## src/rtl/uart_tx_fifo.sv

```systemverilog
// uart_tx_fifo: byte FIFO feeding a UART transmitter (8N1, or 8E1 when
// PARITY_EN=1). Bytes are queued on a valid/ready handshake and sent
// LSB first. Frames go out back-to-back with no idle gap while the
// FIFO holds data. The serial line, active and done outputs are all
// registered.
module uart_tx_fifo #(
    parameter int CLOCK_RATE = 16,
    parameter int BAUD_RATE  = 1,
    parameter int FIFO_DEPTH = 4,
    parameter int PARITY_EN  = 0
) (
    input  logic                          clk,
    input  logic                          reset,
    input  logic [7:0]                    i_Tx_Byte,
    input  logic                          i_Tx_Valid,
    output logic                          o_Tx_Ready,
    output logic                          o_Tx_Data,
    output logic                          o_Tx_Active,
    output logic                          o_Tx_Done,
    output logic [$clog2(FIFO_DEPTH):0]   o_Fifo_Count
);

    // Bit period in clocks, never below 2 so the baud counter has at least one bit.
    localparam int CPB_RAW      = CLOCK_RATE / BAUD_RATE;
    localparam int CLKS_PER_BIT = (CPB_RAW < 2) ? 2 : CPB_RAW;
    localparam int BW           = $clog2(CLKS_PER_BIT);
    localparam int PW           = $clog2(FIFO_DEPTH);
    localparam int CW           = PW + 1;

    localparam logic [BW-1:0] BAUD_LAST  = BW'(CLKS_PER_BIT - 1);
    localparam logic [BW-1:0] BAUD_ZERO  = {BW{1'b0}};
    localparam logic [BW-1:0] BAUD_ONE   = BW'(1);
    localparam logic [CW-1:0] COUNT_FULL = CW'(FIFO_DEPTH);
    localparam logic [CW-1:0] COUNT_ZERO = {CW{1'b0}};
    localparam logic [CW-1:0] COUNT_ONE  = CW'(1);
    localparam logic [PW-1:0] PTR_ZERO   = {PW{1'b0}};
    localparam logic [PW-1:0] PTR_ONE    = PW'(1);

    typedef enum logic [2:0] {
        ST_IDLE   = 3'd0,
        ST_START  = 3'd1,
        ST_DATA   = 3'd2,
        ST_PARITY = 3'd3,
        ST_STOP   = 3'd4
    } state_t;

    // Even parity: the parity bit makes the total count of ones even.
    function automatic logic even_parity(input logic [7:0] data);
        return ^data;
    endfunction

    state_t          state_q, state_d;
    logic [BW-1:0]   baud_q, baud_d;
    logic [2:0]      bit_q, bit_d;
    logic [7:0]      shift_q, shift_d;
    logic [7:0]      mem_q [FIFO_DEPTH];
    logic [PW-1:0]   wr_ptr_q, wr_ptr_d;
    logic [PW-1:0]   rd_ptr_q, rd_ptr_d;
    logic [CW-1:0]   count_q, count_d;
    logic            tx_q;
    logic            active_q;
    logic            done_q;

    logic            push_s;
    logic            pop_s;
    logic            baud_last_s;
    logic            fifo_nonempty_s;
    logic            line_s;

    assign o_Tx_Ready   = (count_q != COUNT_FULL);
    assign o_Tx_Data    = tx_q;
    assign o_Tx_Active  = active_q;
    assign o_Tx_Done    = done_q;
    assign o_Fifo_Count = count_q;

    // Handshake qualification and shared status terms.
    always_comb begin
        push_s          = 1'b0;
        baud_last_s     = (baud_q == BAUD_LAST);
        fifo_nonempty_s = (count_q != COUNT_ZERO);
        if (i_Tx_Valid && o_Tx_Ready) begin
            push_s = 1'b1;
        end else begin
            push_s = 1'b0;
        end
    end

    // Transmit FSM: next state, baud/bit counters and shift register load.
    always_comb begin
        state_d = state_q;
        baud_d  = baud_q;
        bit_d   = bit_q;
        shift_d = shift_q;
        pop_s   = 1'b0;
        case (state_q)
            ST_IDLE: begin
                baud_d = BAUD_ZERO;
                if (fifo_nonempty_s) begin
                    pop_s   = 1'b1;
                    shift_d = mem_q[rd_ptr_q];
                    bit_d   = 3'd0;
                    state_d = ST_START;
                end else begin
                    state_d = ST_IDLE;
                end
            end
            ST_START: begin
                if (baud_last_s) begin
                    baud_d  = BAUD_ZERO;
                    bit_d   = 3'd0;
                    state_d = ST_DATA;
                end else begin
                    baud_d = baud_q + BAUD_ONE;
                end
            end
            ST_DATA: begin
                if (baud_last_s) begin
                    baud_d = BAUD_ZERO;
                    if (bit_q == 3'd7) begin
                        state_d = (PARITY_EN != 0) ? ST_PARITY : ST_STOP;
                    end else begin
                        bit_d = bit_q + 3'd1;
                    end
                end else begin
                    baud_d = baud_q + BAUD_ONE;
                end
            end
            ST_PARITY: begin
                if (baud_last_s) begin
                    baud_d  = BAUD_ZERO;
                    state_d = ST_STOP;
                end else begin
                    baud_d = baud_q + BAUD_ONE;
                end
            end
            ST_STOP: begin
                if (baud_last_s) begin
                    baud_d = BAUD_ZERO;
                    // Chain straight into the next frame when data is waiting.
                    if (fifo_nonempty_s) begin
                        pop_s   = 1'b1;
                        shift_d = mem_q[rd_ptr_q];
                        bit_d   = 3'd0;
                        state_d = ST_START;
                    end else begin
                        state_d = ST_IDLE;
                    end
                end else begin
                    baud_d = baud_q + BAUD_ONE;
                end
            end
            default: begin
                baud_d  = BAUD_ZERO;
                bit_d   = 3'd0;
                state_d = ST_IDLE;
            end
        endcase
    end

    // Line level for the next cycle, derived from the next state so the output can be registered.
    always_comb begin
        line_s = 1'b1;
        case (state_d)
            ST_IDLE:   line_s = 1'b1;
            ST_START:  line_s = 1'b0;
            ST_DATA:   line_s = shift_d[bit_d];
            ST_PARITY: line_s = even_parity(shift_d);
            ST_STOP:   line_s = 1'b1;
            default:   line_s = 1'b1;
        endcase
    end

    // FIFO pointer and occupancy update; push and pop on one edge leave the count unchanged.
    always_comb begin
        wr_ptr_d = wr_ptr_q;
        rd_ptr_d = rd_ptr_q;
        count_d  = count_q;
        if (push_s) begin
            wr_ptr_d = wr_ptr_q + PTR_ONE;
        end else begin
            wr_ptr_d = wr_ptr_q;
        end
        if (pop_s) begin
            rd_ptr_d = rd_ptr_q + PTR_ONE;
        end else begin
            rd_ptr_d = rd_ptr_q;
        end
        case ({push_s, pop_s})
            2'b10:   count_d = count_q + COUNT_ONE;
            2'b01:   count_d = count_q - COUNT_ONE;
            default: count_d = count_q;
        endcase
    end

    // FIFO storage; an accepted byte is captured so later input changes cannot disturb it.
    always_ff @(posedge clk or posedge reset) begin
        if (reset) begin
            for (int i = 0; i < FIFO_DEPTH; i++) begin
                mem_q[i] <= 8'h00;
            end
        end else if (push_s) begin
            mem_q[wr_ptr_q] <= i_Tx_Byte;
        end
    end

    // State, counters and registered outputs; reset aborts any frame and empties the FIFO.
    always_ff @(posedge clk or posedge reset) begin
        if (reset) begin
            state_q  <= ST_IDLE;
            baud_q   <= BAUD_ZERO;
            bit_q    <= 3'd0;
            shift_q  <= 8'h00;
            wr_ptr_q <= PTR_ZERO;
            rd_ptr_q <= PTR_ZERO;
            count_q  <= COUNT_ZERO;
            tx_q     <= 1'b1;
            active_q <= 1'b0;
            done_q   <= 1'b0;
        end else begin
            state_q  <= state_d;
            baud_q   <= baud_d;
            bit_q    <= bit_d;
            shift_q  <= shift_d;
            wr_ptr_q <= wr_ptr_d;
            rd_ptr_q <= rd_ptr_d;
            count_q  <= count_d;
            tx_q     <= line_s;
            active_q <= (state_d != ST_IDLE);
            done_q   <= (state_d == ST_STOP) && (baud_d == BAUD_LAST);
        end
    end

endmodule
```

## config.mk

```make
export PLATFORM = sky130hd
export DESIGN_NAME = uart_tx_fifo
export DESIGN_NICKNAME = d
export VERILOG_FILES = /design/src/rtl/uart_tx_fifo.sv
export SDC_FILE = /design/constraint.sdc
export NUM_CORES = 1
export LEC_CHECK = 0
export ABC_AREA = 0
export CAP_MARGIN = 10
export CORE_MARGIN = 2
export CORE_UTILIZATION = 40
export CTS_BUF_LIST = sky130_fd_sc_hd__clkbuf_8 sky130_fd_sc_hd__clkbuf_16
export CTS_CLUSTER_SIZE = 12
export DETAILED_ROUTE_END_ITERATION = 10
export GPL_TIMING_DRIVEN = 0
export MAX_ROUTING_LAYER = met4
export PLACE_DENSITY_LB_ADDON = 0.12
export SLEW_MARGIN = 20
export SYNTH_ARGS = -nofsm -noshare
export SYNTH_HDL_FRONTEND = slang
export SYNTH_SLANG_ARGS = --single-unit
```

## constraint.sdc

```tcl
create_clock -name clk -period 7.1 [get_ports clk]
set_input_delay 1.42 -clock clk [delete_from_list [all_inputs] [get_ports clk]]
set_output_delay 1.42 -clock clk [all_outputs]
set_load 0.02 [all_outputs]
```

==> results of run 1 <==
-- cell families (layout without fill, tap and decap cells) --
family / after synthesis / in the layout / share of synthesized area (%)
AO/OA/AOI/OAI: 20 / 20 / 5.40
flip-flops: 60 / 60 / 51.9
multiplexers: 55 / 55 / 25.1
adder cells (fa/ha/maj): 8 / 8 / 3.71
buffers and inverters: 17 / 51 / 2.50
AND/OR/NAND/NOR: 35 / 35 / 6.65
XOR/XNOR: 15 / 15 / 4.79
-- worst max-delay path, stage by stage --
cell,delay [ns]
clkdlybuf4s50_1,0.39
and2_1,0.13
clkbuf_1,0.19
inv_1,0.09
ha_1,0.18
inv_1,0.06
fa_1,0.37
xor2_1,0.15
nor2_1,0.11
xor2_1,0.16
-- synthesized netlist by cell type, types with 2 or more instances --
cell / instances / area share (%)
a22oi_1: 2 / 0.52
clkbuf_1: 4 / 0.52
nand2_1: 9 / 1.2
mux2_2: 33 / 13
nor2_1: 9 / 1.2
xnor2_1: 10 / 3.0
mux4_2: 8 / 6.2
mux2i_1: 7 / 2.4
o21ai_0: 4 / 0.69
nor3b_1: 3 / 0.78
ha_1: 7 / 3.0
nor3_1: 3 / 0.52
mux2_4: 7 / 3.6
dfrtp_1: 59 / 51
a31oi_1: 3 / 0.65
a21oi_1: 4 / 0.69
nand3_1: 2 / 0.35
nor2b_1: 2 / 0.43
and2_1: 2 / 0.43
inv_1: 10 / 1.3
xor2_1: 4 / 1.2
-- flip-flops by register name, indices dropped and copies added (netlist names), 2 cells and up --
| register | cells |
|---|---|
| shift_q | 8 |
| rd_ptr_q | 2 |
| baud_q | 4 |
| bit_q | 3 |
| mem_q | 32 |
| wr_ptr_q | 2 |
| state_q | 3 |
| o_Fifo_Count | 3 |
-- report_power, final --
group	leakage [uW]	internal, uW	total [uW]	switching (uW)
clock network	0.000117	204	338	134
logic	0.000599	178	295	117
registers	0.000736	451	507	56.0
-- how the worst max path moves through the flow --
stage                     from                          end  cells after the start
CTS                 i_Tx_Valid  o_Fifo_Count[2]$_DFFE_PP0P_                     10
global placement         reset         mem_q[5]$_DFFE_PP0P_                      2
floorplan                reset          baud_q[0]$_DFF_PP0_                      1
finish              i_Tx_Valid  o_Fifo_Count[2]$_DFFE_PP0P_                     10
detailed placement  i_Tx_Valid  o_Fifo_Count[2]$_DFFE_PP0P_                     10
global route        i_Tx_Valid  o_Fifo_Count[2]$_DFFE_PP0P_                     10
-- layout make-up --
| class | instances | area share (%) |
|---|---|---|
| plain buffers | 7 | 1.02 |
| clock buffers | 10 | 4.01 |
| clock inverters | 6 | 2.30 |
| inverters | 10 | 1.17 |
| multi-input cells | 133 | 38.5 |
| flip-flops and latches | 60 | 43.8 |
| well taps | 99 | 3.61 |
| repair buffers | 18 | 5.54 |
-- metal layers --
metal	track usage (%)	vias to the layer above
met1	19.7	823
met4	6.11	0
met3	5.26	9
li1	-	813
met2	23.7	22
met5	-	-
-- metrics by stage --
stage               setup WS (ns)  area, um2  std cells  util (%)  power, uW
finish                       4.11       3430        343      48.1       1140
global route                 3.97       3430        343      48.1       1210
CTS                          4.09       3430        343      48.1       1160
detailed placement           3.73       3210        327      45.0        816
global placement             3.00       3190        326      44.7        803
floorplan                    4.20       2900        210         -        728
==> metrics.txt, run 1 <==
Rows=31; area of the multi-input gates=1320 um2; core area=7140 um2; vias per cell=4.86; Worst-path clk slew=0.06 ns; via count=1667; drt wl/cell=15.2 um; asr flop ratio synth=100%; Startpoint Class=input port; most common flop cell mapped by yosys=dfrtp_1; maximum clock frequency=335 MHz; flop2flop setup slack=4.45 ns; DRT met1 WL=2.51 mm; Tot GR Track Use=15.8%; Setup Skew=0.00738 ns; headroom to the max-slew limit=55.5%; Synth Instances=210; layout cell share with drive strength beyond 1=30.7%; Hold Buf Count CTS=0; depth of the worst register-to-register path=10; Hold Path Cell Cnt=1; end of the worst register-to-register path=o_Fifo_Count[2]$_DFFE_PP0P_; P&R area growth vs syn=18.4%; met2 wire len=2.47 mm; H-tree levels=3; number of diodes=0; DIE AREA=7940 um2; outcome=finished, final reports clean; Setup crit end kind=flip-flop; PD cells=332 nW/um2; crit path kind=in -> reg; first-pass GRT wire length=8.81 mm; DRC viols=0; fin crit period=2.99 ns; RR Startpoint=baud_q[0]$_DFF_PP0_; setup_tns=0 ns; Die X=89.1 um; Least-Margin Pin Slew=0.667 ns; Layout Nets=258; Worst Path Required=7.36 ns; Pleak=0.00145 uW; register bit count reported by yosys=60; routed wire length=5.22 mm; GR Overflow Total=0; Slew Limit Fails=0; GPL Wtd Cong=0.758; fill cell count=677; cts repair resizes=0; initial DRC count=51; EDFF count, synth=0; synthesized area per cell=13.8 um2; worst skew pair latency=0.34 ns; syn_nets=229; initial antenna violation count=0; Synth Warn #=0; worst hold path type=reg -> reg; most frequent cells in the layout=59 x dfrtp_1, 33 x mux2_2, 17 x clkdlybuf4s50_1; Hold Path Sink=mem_q[10]$_DFFE_PP0P_; WHS=0.500 ns; Root Buffer=clkbuf_8; Post-CTS Setup Bufs=0; DP HPWL=3.49 mm; Max rail drop VDD=0.000176 V; Die Span Y=89.1 um; max capacitance violation total=0; largest net degree at the start of global routing=42; DRT Pass-1 Iters=5; TritonCTS clock tree=built; Final Setup Violations=0; CP max FO=8; Top Layer Used=met4; period utilization=42.1%; most common cell after layout, fill and taps aside=dfrtp_1; final hold violation count=0; Initial Util=40.6%; Yosys cell types=39; Port-buffer cells=17; met3 wire length=156 um; I/O Pins=18; CTS sink cnt=60; TritonCTS buffer count=9; Seq. cell area=1500 um2; DRT antenna net count=0; unrepaired setup endpoints after global routing=no; Arr. time, crit path=3.24 ns; hold path startpoint=mem_q[10]$_DFFE_PP0P_; sequential-to-total area share from yosys stat=51.9%; via count of the first global-routing pass=1736; Synth Cell Area=2900 um2; CTS Buffer Depth=2
Power figures use the tool's default switching activity.
==> run 2, diff against run 1 <==
==> constraint.sdc (replaced) <==
create_clock -name clk -period 3.07 [get_ports clk]
set_input_delay 0.614 -clock clk [delete_from_list [all_inputs] [get_ports clk]]
set_output_delay 0.614 -clock clk [all_outputs]
set_load 0.02 [all_outputs]
==> results of run 2 <==
The final DEF is identical to that of run 1. Status: finished, final reports clean.
Among the figures that moved: setup slack after placement 3.73 ns -> 0.403 ns; clock-pin slew on the worst setup and hold paths 0.06 ns -> 0.07 ns; setup slack after layout 4.11 ns -> 0.422 ns; start point of the critical path i_Tx_Valid -> baud_q[0]$_DFF_PP0_; register-to-register setup slack 4.45 ns -> 0.42 ns; total power 1140 uW -> 2640 uW; worst IR drop on VDD 0.000176 V -> 0.000408 V
